[config.mk]
export PLATFORM = sky130hd
export DESIGN_NAME = song_sequencer
export DESIGN_NICKNAME = d
export VERILOG_FILES = /design/src/rtl/music_pkg.sv /design/src/rtl/tone_gen.sv /design/src/rtl/song_sequencer.sv
export SDC_FILE = /design/constraint.sdc
export NUM_CORES = 1
export LEC_CHECK = 0
export CORE_MARGIN = 2
export CORE_UTILIZATION = 55
export DETAILED_ROUTE_END_ITERATION = 8
export HOLD_SLACK_MARGIN = 0.06
export PLACE_DENSITY_LB_ADDON = 0.15
export SKIP_CTS_REPAIR_TIMING = 1
export SYNTH_ARGS = -nofsm -noshare
export SYNTH_HDL_FRONTEND = slang
export SYNTH_SLANG_ARGS = --single-unit
[constraint.sdc]
create_clock -name clk -period 7.3 [get_ports clk]
set_input_delay 1.46 -clock clk [delete_from_list [all_inputs] [get_ports clk]]
set_output_delay 1.46 -clock clk [all_outputs]
set_load 0.01 [all_outputs]
[src/rtl/music_pkg.sv]
// rtl/music_pkg.sv - shared widths, note/duration constants and sequencer state type
`timescale 1ns/1ps
package music_pkg;

    localparam int NOTE_W = 20;
    localparam int DUR_W  = 5;
    localparam int IDX_W  = 10;

    // Clock the note-period constants are expressed in.
    localparam int SYS_CLK_HZ = 50_000_000;

    // Durations in ticks. FOUR exceeds the 5-bit ROM field; a four-beat note
    // has to be written as two consecutive TWO entries.
    localparam int QUARTER = 2;
    localparam int HALF    = 4;
    localparam int ONE     = 8;
    localparam int TWO     = 16;
    localparam int FOUR    = 32;

    // Note periods in system clocks (SYS_CLK_HZ / frequency).
    localparam logic [NOTE_W-1:0] B4  = NOTE_W'(SYS_CLK_HZ / 494);
    localparam logic [NOTE_W-1:0] C5S = NOTE_W'(SYS_CLK_HZ / 554);
    localparam logic [NOTE_W-1:0] D5S = NOTE_W'(SYS_CLK_HZ / 622);
    localparam logic [NOTE_W-1:0] E5  = NOTE_W'(SYS_CLK_HZ / 659);
    localparam logic [NOTE_W-1:0] F5S = NOTE_W'(SYS_CLK_HZ / 740);
    localparam logic [NOTE_W-1:0] G5S = NOTE_W'(SYS_CLK_HZ / 831);
    localparam logic [NOTE_W-1:0] A5S = NOTE_W'(SYS_CLK_HZ / 932);
    localparam logic [NOTE_W-1:0] B5  = NOTE_W'(SYS_CLK_HZ / 988);
    localparam logic [NOTE_W-1:0] SP  = NOTE_W'(1);

    typedef enum logic [1:0] {
        IDLE = 2'd0,
        LOAD = 2'd1,
        PLAY = 2'd2,
        GAP  = 2'd3
    } state_t;

endpackage

[src/rtl/tone_gen.sv]
// rtl/tone_gen.sv - square-wave generator toggling every period/2 clocks
//
// Ports:
//   clk, reset  clock and asynchronous active-high reset
//   period      note period in clocks; <= 1 means rest (output held 0)
//   enable      advance the counter; output forced 0 while low
//   clear       restart counter and phase (speaker starts from 0)
//   speaker     tone output
`timescale 1ns/1ps
module tone_gen
    import music_pkg::*;
(
    input  logic              clk,
    input  logic              reset,
    input  logic [NOTE_W-1:0] period,
    input  logic              enable,
    input  logic              clear,
    output logic              speaker
);

    logic [NOTE_W-2:0] cnt;
    logic [NOTE_W-2:0] half;
    logic              tog;
    logic              audible;

    // Odd periods are truncated: the half period is period >> 1.
    assign half    = period[NOTE_W-1:1];
    assign audible = (period > NOTE_W'(1));

    always_ff @(posedge clk or posedge reset) begin
        if (reset) begin
            cnt <= '0;
            tog <= 1'b0;
        end else if (clear) begin
            cnt <= '0;
            tog <= 1'b0;
        end else if (enable && audible) begin
            if (cnt == half - (NOTE_W-1)'(1)) begin
                cnt <= '0;
                tog <= ~tog;
            end else begin
                cnt <= cnt + (NOTE_W-1)'(1);
            end
        end
    end

    // Gating here (not in the flop) lets pause silence the pin while the
    // phase is kept for resume.
    assign speaker = tog & enable & audible;

endmodule

[src/rtl/song_sequencer.sv]
// rtl/song_sequencer.sv - steps a music ROM, times notes and drives the speaker
//
// Ports:
//   clk, reset    clock and asynchronous active-high reset
//   start         begin playback from index 0 when idle
//   stop          abort playback (wins over pause, done and start)
//   pause         freeze playback while high (PLAY/GAP only)
//   note_in       ROM note period in clocks; <= 1 is a rest
//   duration_in   ROM duration in ticks; 0 skips the entry
//   done_in       ROM end-of-song marker
//   number        ROM index
//   speaker       square-wave tone
//   busy          high whenever not idle
//   song_end      one-cycle pulse when the end marker is reached
`timescale 1ns/1ps
module song_sequencer
    import music_pkg::*;
#(
    parameter int CLK_HZ     = 50_000_000,
    parameter int TICK_HZ    = 8,
    parameter int GAP_CYCLES = 2_500_000,
    parameter int LOOP       = 0
) (
    input  logic              clk,
    input  logic              reset,
    input  logic              start,
    input  logic              stop,
    input  logic              pause,
    input  logic [NOTE_W-1:0] note_in,
    input  logic [DUR_W-1:0]  duration_in,
    input  logic              done_in,
    output logic [IDX_W-1:0]  number,
    output logic              speaker,
    output logic              busy,
    output logic              song_end
);

    localparam int TICK_DIV = CLK_HZ / TICK_HZ;
    localparam int TICK_W   = (TICK_DIV > 1) ? $clog2(TICK_DIV) : 1;
    localparam int GAP_W    = (GAP_CYCLES > 1) ? $clog2(GAP_CYCLES) : 1;
    localparam logic [TICK_W-1:0] TICK_LAST = TICK_W'(TICK_DIV - 1);
    localparam logic [GAP_W-1:0]  GAP_LAST  = GAP_W'((GAP_CYCLES > 0) ? GAP_CYCLES - 1 : 0);

    state_t              state, state_next;
    logic [NOTE_W-1:0]   note_q, note_next;
    logic [DUR_W-1:0]    dur_cnt, dur_next;
    logic [TICK_W-1:0]   tick_cnt, tick_next;
    logic [GAP_W-1:0]    gap_cnt, gap_next;
    logic [IDX_W-1:0]    number_next;
    logic                end_next;

    always_ff @(posedge clk or posedge reset) begin
        if (reset) begin
            state <= IDLE;
        end else begin
            state <= state_next;
        end
    end

    always_comb begin
        state_next  = state;
        number_next = number;
        note_next   = note_q;
        dur_next    = dur_cnt;
        tick_next   = tick_cnt;
        gap_next    = gap_cnt;
        end_next    = 1'b0;

        case (state)
            IDLE: begin
                if (start && !stop) begin
                    number_next = '0;
                    state_next  = LOAD;
                end
            end
            LOAD: begin
                note_next = note_in;
                if (done_in) begin
                    end_next    = 1'b1;
                    number_next = '0;
                    state_next  = (LOOP != 0) ? LOAD : IDLE;
                end else if (duration_in == '0) begin
                    number_next = number + IDX_W'(1);
                end else begin
                    dur_next   = duration_in;
                    tick_next  = '0;
                    state_next = PLAY;
                end
            end
            PLAY: begin
                if (!pause) begin
                    if (tick_cnt == TICK_LAST) begin
                        tick_next = '0;
                        if (dur_cnt == DUR_W'(1)) begin
                            if (GAP_CYCLES == 0) begin
                                number_next = number + IDX_W'(1);
                                state_next  = LOAD;
                            end else begin
                                gap_next   = '0;
                                state_next = GAP;
                            end
                        end else begin
                            dur_next = dur_cnt - DUR_W'(1);
                        end
                    end else begin
                        tick_next = tick_cnt + TICK_W'(1);
                    end
                end
            end
            GAP: begin
                if (!pause) begin
                    if (gap_cnt == GAP_LAST) begin
                        gap_next    = '0;
                        number_next = number + IDX_W'(1);
                        state_next  = LOAD;
                    end else begin
                        gap_next = gap_cnt + GAP_W'(1);
                    end
                end
            end
            default: state_next = IDLE;
        endcase

        if (stop && state != IDLE) begin
            state_next  = IDLE;
            number_next = '0;
            end_next    = 1'b0;
        end
    end

    always_ff @(posedge clk or posedge reset) begin
        if (reset) begin
            number   <= '0;
            note_q   <= '0;
            dur_cnt  <= '0;
            tick_cnt <= '0;
            gap_cnt  <= '0;
            song_end <= 1'b0;
        end else begin
            number   <= number_next;
            note_q   <= note_next;
            dur_cnt  <= dur_next;
            tick_cnt <= tick_next;
            gap_cnt  <= gap_next;
            song_end <= end_next;
        end
    end

    assign busy = (state != IDLE);

    // The tone restarts from phase 0 on every LOAD, so every note begins low.
    tone_gen u_tone (
        .clk     (clk),
        .reset   (reset),
        .period  (note_q),
        .enable  ((state == PLAY) && !pause),
        .clear   (state == LOAD),
        .speaker (speaker)
    );

endmodule

==> results of run 1 <==
## power groups by stage
| stage | Sequential [uW] | Clock (uW) | Combinational, uW |
|---|---|---|---|
| after floorplan | 738 | 0 | 553 |
| final | 776 | 354 | 664 |
| after global routing | 792 | 388 | 742 |
| after global placement | 779 | 0 | 640 |
| after detailed placement | 785 | 0 | 663 |
| after CTS | 775 | 365 | 666 |
## cell type report
class | count | area, um^2
sequential | 102 | 2552
clock inverter | 3 | 25.02
clock buffer | 13 | 168.9
multi-input combinational | 524 | 3316
tap | 140 | 175.2
inverter | 18 | 70.07
timing repair buffer | 50 | 480.5
fill | 926 | 4005
## flip-flops by register name (all words and copies together) (netlist names)
name and flops:
dur_cnt 5, gap_cnt 22, note_q 19, number 10, song_end 1, state 2, tick_cnt 23, u_tone.cnt 19
u_tone.tog 1
## through the flow
step / worst slack, ns / hold slack, ns
finish: 2.733 / 0.5082
global route: 2.633 / 0.5354
CTS: 2.698 / 0.5108
detailed placement: 2.699 / 0.4951
global placement: 2.686 / 0.4735
floorplan: 3.165 / 0.4405
## per-layer routing
| metal | global-route usage | up-vias | wire length (um) | share of wire |
|---|---|---|---|---|
| li1 | - | 2474 | - | - |
| met1 | 0.3460 | 2430 | 6402 | 0.48 |
| met2 | 0.3656 | 121 | 6025 | 0.45 |
| met3 | 0.06336 | 14 | 807 | 0.060 |
| met4 | 0.06227 | 0 | 158 | 0.012 |
| met5 | 0 | - | 0 | 0 |
## cells by family (layout without fill, tap and decap cells)
logic type,count (synthesis),in the layout,synth area share
compound gates,147,147,0.1495
xor+xnor,50,50,0.07208
fa+ha+maj,11,11,0.02265
buf+inv,45,84,0.03418
flops,102,102,0.4201
mux,21,21,0.03830
simple gates,295,295,0.2632
## cell usage after synthesis (4+ instances only)
cell type  count
a21oi_1       27
and2_1         5
and3_1        25
and4_1         4
clkbuf_1      20
dfrtp_1      102
ha_1          11
inv_1         18
mux2_2        17
nand2_1       71
nand2b_1       9
nand3_1       21
nand4_1       18
nor2_1        60
nor2_4        10
nor2b_1       12
nor3_1        18
nor4_1         7
nor4_2         4
o21ai_0       56
o21ai_1       13
o31ai_1       13
o41ai_1        5
or3_1          8
or4_1          6
xnor2_1       20
xor2_1        30
## worst max path at each step
stage                  to  slack (ns)  depth (start not counted)
5_1_grt           speaker        2.63                          4
4_1_cts           speaker        2.70                          4
6_report          speaker        2.73                          4
3_5_place_dp      speaker        2.70                          4
2_1_floorplan  dur_cnt[0]        3.16                          1
3_3_place_gp      speaker        2.69                          4
## worst max-delay path, stage by stage
cell and delay (ns):
clkdlybuf4s50_1 0.54, a311oi_1 0.40, and2_1 0.18, clkdlybuf4s50_1 0.53
==> out/qor.yml, run 1 <==
detailed_routing:
  ant_nets: 0
  firstDrtPassIters: 5
  via_per_inst: 5.928
  drc: 0
  wl_mm: 13.39
  wl_per_cell_um: 15.76
  route.vias.total: 5039
  dr.first_iter.drc_count: 363
die:
  rows: 38
  num_io_pins: 44
  initial_core_util: 0.5629
  die_y_um: 109.1
  dieArea_mm2: 0.01190
  die_w_um: 109.1
  core_area_mm2: 0.01079
power_and_ir_drop:
  power_leakage_uw: 0.002797
  p_comb_frac: 0.370
  internal_power_uw: 1095
  pwr-share-seq: 0.432
  ir_drop_mv: 0.1876
  p_clk_frac: 0.198
  sw_frac_of_total: 0.3899
  total_power_uw: 1794
  p_per_area_mw_per_mm2: 264.4
  p_sw_uw: 699.6
global_route:
  antenna_found_initial: 0
  grt_pass1_wl_mm: 22.61
  grt_remaining_overflow: 0
  grt_max_degree: 54
  track_usage: 0.2420
  first_global_vias: 4723
sta:
  slew-limit-headroom: 0.2992
  setup_viol: 0
  period_share: 0.6257
  fmax_mhz: 218.9
  worst_pin_slew_ns: 1.042
  min_period_ns: 4.567
  fin_skew_ns: 0.01231
  hold_violations: 0
  setup_tns_ns: 0
  slew_violations: 0
  grt_setup_unrepaired: "no"
yosys:
  netlist_area_mm2: 0.006076
  yosys_warnings: 0
  synth_top_cell_by_area: "dfrtp_1"
  yosysUniqueCellTypes: 66
  synth_edf_count: 0
  synthTopCellsByArea: "dfrtp_1, o21ai_0, nand2_1, xor2_1, nor2_1"
  synth-seq-cells: 102
  async_reset_ff_frac: 1.000
  synth_area_per_cell_um2: 9.055
  netlist.area_leader.share: 0.4201
  syn_nets: 713
  synth_cells: 671
  synth-main-ff-cell: "dfrtp_1"
  ys_seq_area_frac: 0.4201
clock_network:
  cts_root_buf: "clkbuf_8"
  cts_tree: "done"
  cts_sinks: 102
  insertion_delay_ns: 0.39
  ctsLongestPathBuffers: 2
  cts.clk_slew.worst_paths_ns: 0.09
  cts_buffers: 9
  cts_max_level: 3
placed_design:
  post-place-cells: 834
  io_buffers: 42
  placed_area_mm2: 0.006594
  hpwl_mm: 9.418
  gp_congestion: 0.9068
worst_setup_path:
  r2r_start: "note_q[1]"
  critPathLaunchType: "primary input"
  rr_endpoint: "u_tone.cnt[15]"
  reg2regPathDepth: 10
  startpoint: "pause"
  arrival_ns: 3.11
  critPathMaxFanout: 7
  rrSetupSlack_ns: 3.78
  worstPathRequired_ns: 5.84
  worst-setup-path-type: "primary input to output pin"
  endpoint_kind: "output pin"
flow_run:
  cap_viol_max_count: 0
worst_hold_path:
  hold_start: "tick_cnt[22]"
  hold_depth: 1
  hold_class: "flip-flop to flip-flop"
  min_to: "tick_cnt[22]"
cells_and_area:
  layout_commonest_cell: "dfrtp_1"
  layout_common_cells: "dfrtp_1, nand2_1, nor2_1, o21ai_0, clkdlybuf4s50_1"
  drive_above_1_share: 0.08873
  diodes: 0
  design_area_mm2: 0.006788
  final-instance-count-excl-fill: 850
  fin_nets: 747
  fin_util: 0.6289
  syn_to_final_growth_pct: 11.72
run_status:
  status: "complete, no violations"
(Power assumes the default switching activity.)
==> run 2: changes to the inputs <==
--- a/config.mk
+++ b/config.mk
@@ -6,7 +6,7 @@
 export NUM_CORES = 1
 export LEC_CHECK = 0
 export CORE_MARGIN = 2
-export CORE_UTILIZATION = 55
+export CORE_UTILIZATION = 54
 export DETAILED_ROUTE_END_ITERATION = 8
 export HOLD_SLACK_MARGIN = 0.06
 export PLACE_DENSITY_LB_ADDON = 0.15
==> constraint.sdc (replaced) <==
create_clock -name clk -period 4.1 [get_ports clk]
set_input_delay 0.82 -clock clk [delete_from_list [all_inputs] [get_ports clk]]
set_output_delay 0.82 -clock clk [all_outputs]
set_load 0.01 [all_outputs]
==> run 2 against run 1 <==
  * Combinational power is 79% higher
  * First-iteration DRC count shrank 5.8%
  * Critical endpoint unchanged
  * Largest power group unchanged
  * Global-route usage rose by 0.22 points
  * Worst hold slack worse by 0.0081 ns
  * Register-to-register slack worse by 3.0 ns
  * Routed wire length is 1.2% higher
  * Cell count grew 0.35%
  * Clock skew is 0.00078 ns higher
  * Sequential power grew 78%
  * Setup slack got worse by 2.1 ns
==> out/qor.yml, run 2 (synthesized netlist as in run 1, its figures left out) <==
global_route:
  grt_max_degree: 55
  track_usage: 0.2442
  antenna_found_initial: 0
  grt_pass1_wl_mm: 23.25
  grt_remaining_overflow: 0
  first_global_vias: 4981
placed_design:
  gp_congestion: 0.9231
  hpwl_mm: 9.690
  io_buffers: 42
clock_network:
  cts_tree: "done"
  cts_root_buf: "clkbuf_8"
  cts_max_level: 3
  ctsLongestPathBuffers: 2
  cts_buffers: 9
  insertion_delay_ns: 0.39
  cts.clk_slew.worst_paths_ns: 0.10
  cts_sinks: 102
sta:
  setup_tns_ns: 0
  min_period_ns: 3.503
  worst_pin_slew_ns: 1.020
  slew_violations: 0
  fin_skew_ns: 0.01309
  grt_setup_unrepaired: "no"
  slew-limit-headroom: 0.3137
  fmax_mhz: 285.5
  period_share: 0.8543
  setup_viol: 0
  hold_violations: 0
worst_setup_path:
  startpoint: "state[0]"
  critPathLaunchType: "flip-flop"
  arrival_ns: 2.68
  cpPeakStageDelay_ns: 0.54
  rrSetupSlack_ns: 0.79
  worstPathRequired_ns: 3.28
  crit_chain: "inv_1, ha_1, inv_1, a311oi_1, and2_1, clkdlybuf4s50_1"
  worst-setup-path-type: "flip-flop to output pin"
  critPathMaxFanout: 15
  endpoint_kind: "output pin"
  slowest_stage: "clkdlybuf4s50_1"
  crit_path_frequent_cell: "inv_1"
  r2r_start: "note_q[1]"
power_and_ir_drop:
  pwr-share-seq: 0.420
  total_power_uw: 3292
  internal_power_uw: 2028
  sw_frac_of_total: 0.3841
  ir_drop_mv: 0.2961
  power_leakage_uw: 0.002828
  p_comb_frac: 0.363
  p_clk_frac: 0.218
  p_per_area_mw_per_mm2: 480.5
  p_sw_uw: 1265
worst_hold_path:
  hold_start: "tick_cnt[22]"
  hold_class: "flip-flop to flip-flop"
die:
  core_area_mm2: 0.01089
  die_w_um: 110.1
  dieArea_mm2: 0.01212
  initial_core_util: 0.5580
  die_y_um: 110.1
  num_io_pins: 44
  rows: 38
cells_and_area:
  layout_common_cells: "dfrtp_1, nand2_1, nor2_1, o21ai_0, clkdlybuf4s50_1"
  fin_nets: 750
  diodes: 0
  top_regs: "tick_cnt: 23 flops, gap_cnt: 22 flops"
  largest_reg_flops: 23
  layout_commonest_cell: "dfrtp_1"
  syn_to_final_growth_pct: 12.77
  largest_register: "tick_cnt"
  drive_above_1_share: 0.09397
detailed_routing:
  wl_mm: 13.56
  wl_per_cell_um: 15.90
  via_per_inst: 6.001
  firstDrtPassIters: 4
  route.vias.total: 5119
  ant_nets: 0
  drc: 0
  dr.first_iter.drc_count: 342
run_status:
  status: "complete, no violations"
flow_run:
  cap_viol_max_count: 0
==> run 2: cell count changes in the layout (fill, tap and decap cells not counted), moves of 2 or more <==
cell       before  now
buf_4           8   10
inv_6           2    0
clkinv_4        0    3
bufinv_16       0    2
clkbuf_8       12    9
==> run 2: area by class of cell <==
class	count	area [um^2]
fill	945	4036
timing repair buffer	53	515.5
tap	140	175.2
clock inverter	7	98.84
multi-input combinational	524	3316
clock buffer	9	123.9
sequential	102	2552
inverter	18	70.07
==> run 2: final timing paths <==
path,depth (start not counted),end
setup reg to reg,10,u_tone.cnt[15]
min in group asynchronous,2,number[9]
hold reg to reg,1,tick_cnt[22]
setup / recovery,6,speaker
hold / removal,1,tick_cnt[22]
max in group asynchronous,3,note_q[3]
==> run 2: routing by layer <==
metal | track usage | wire length (um)
met5 | 0 | 0
met1 | 0.3463 | 6625
met3 | 0.06349 | 622
met4 | 0.04882 | 164
met2 | 0.3795 | 6148
==> run 2: critical path: cells and delay by family (launching register included) <==
kind	cells	cell delay, ns
AO/OA/AOI/OAI	1	0.30
adder cells (fa/ha/maj)	1	0.46
buffers and inverters	3	0.90
flip-flops	1	0.44
AND/OR/NAND/NOR	1	0.20
==> run 2: through the flow <==
stage | worst slack [ns] | utilization | hold WS [ns] | cells | cell area, um^2
floorplan | 0.6045 | - | 0.4405 | 671 | 6076
global placement | 0.8243 | 0.6088 | 0.4603 | 837 | 6629
detailed placement | 0.8032 | 0.6088 | 0.4831 | 837 | 6629
CTS | 0.5988 | 0.6293 | 0.5021 | 853 | 6852
global route | 0.3700 | 0.6293 | 0.5284 | 853 | 6852
finish | 0.5972 | 0.6293 | 0.5001 | 853 | 6852
==> run 2: power by group through the flow <==
stage	combinational [uW]	sequential [uW]	clock, uW
CTS	1190	1380	733
global route	1330	1410	775
detailed placement	1190	1400	0
global placement	1150	1390	0
finish	1190	1380	717
floorplan	985	1310	0
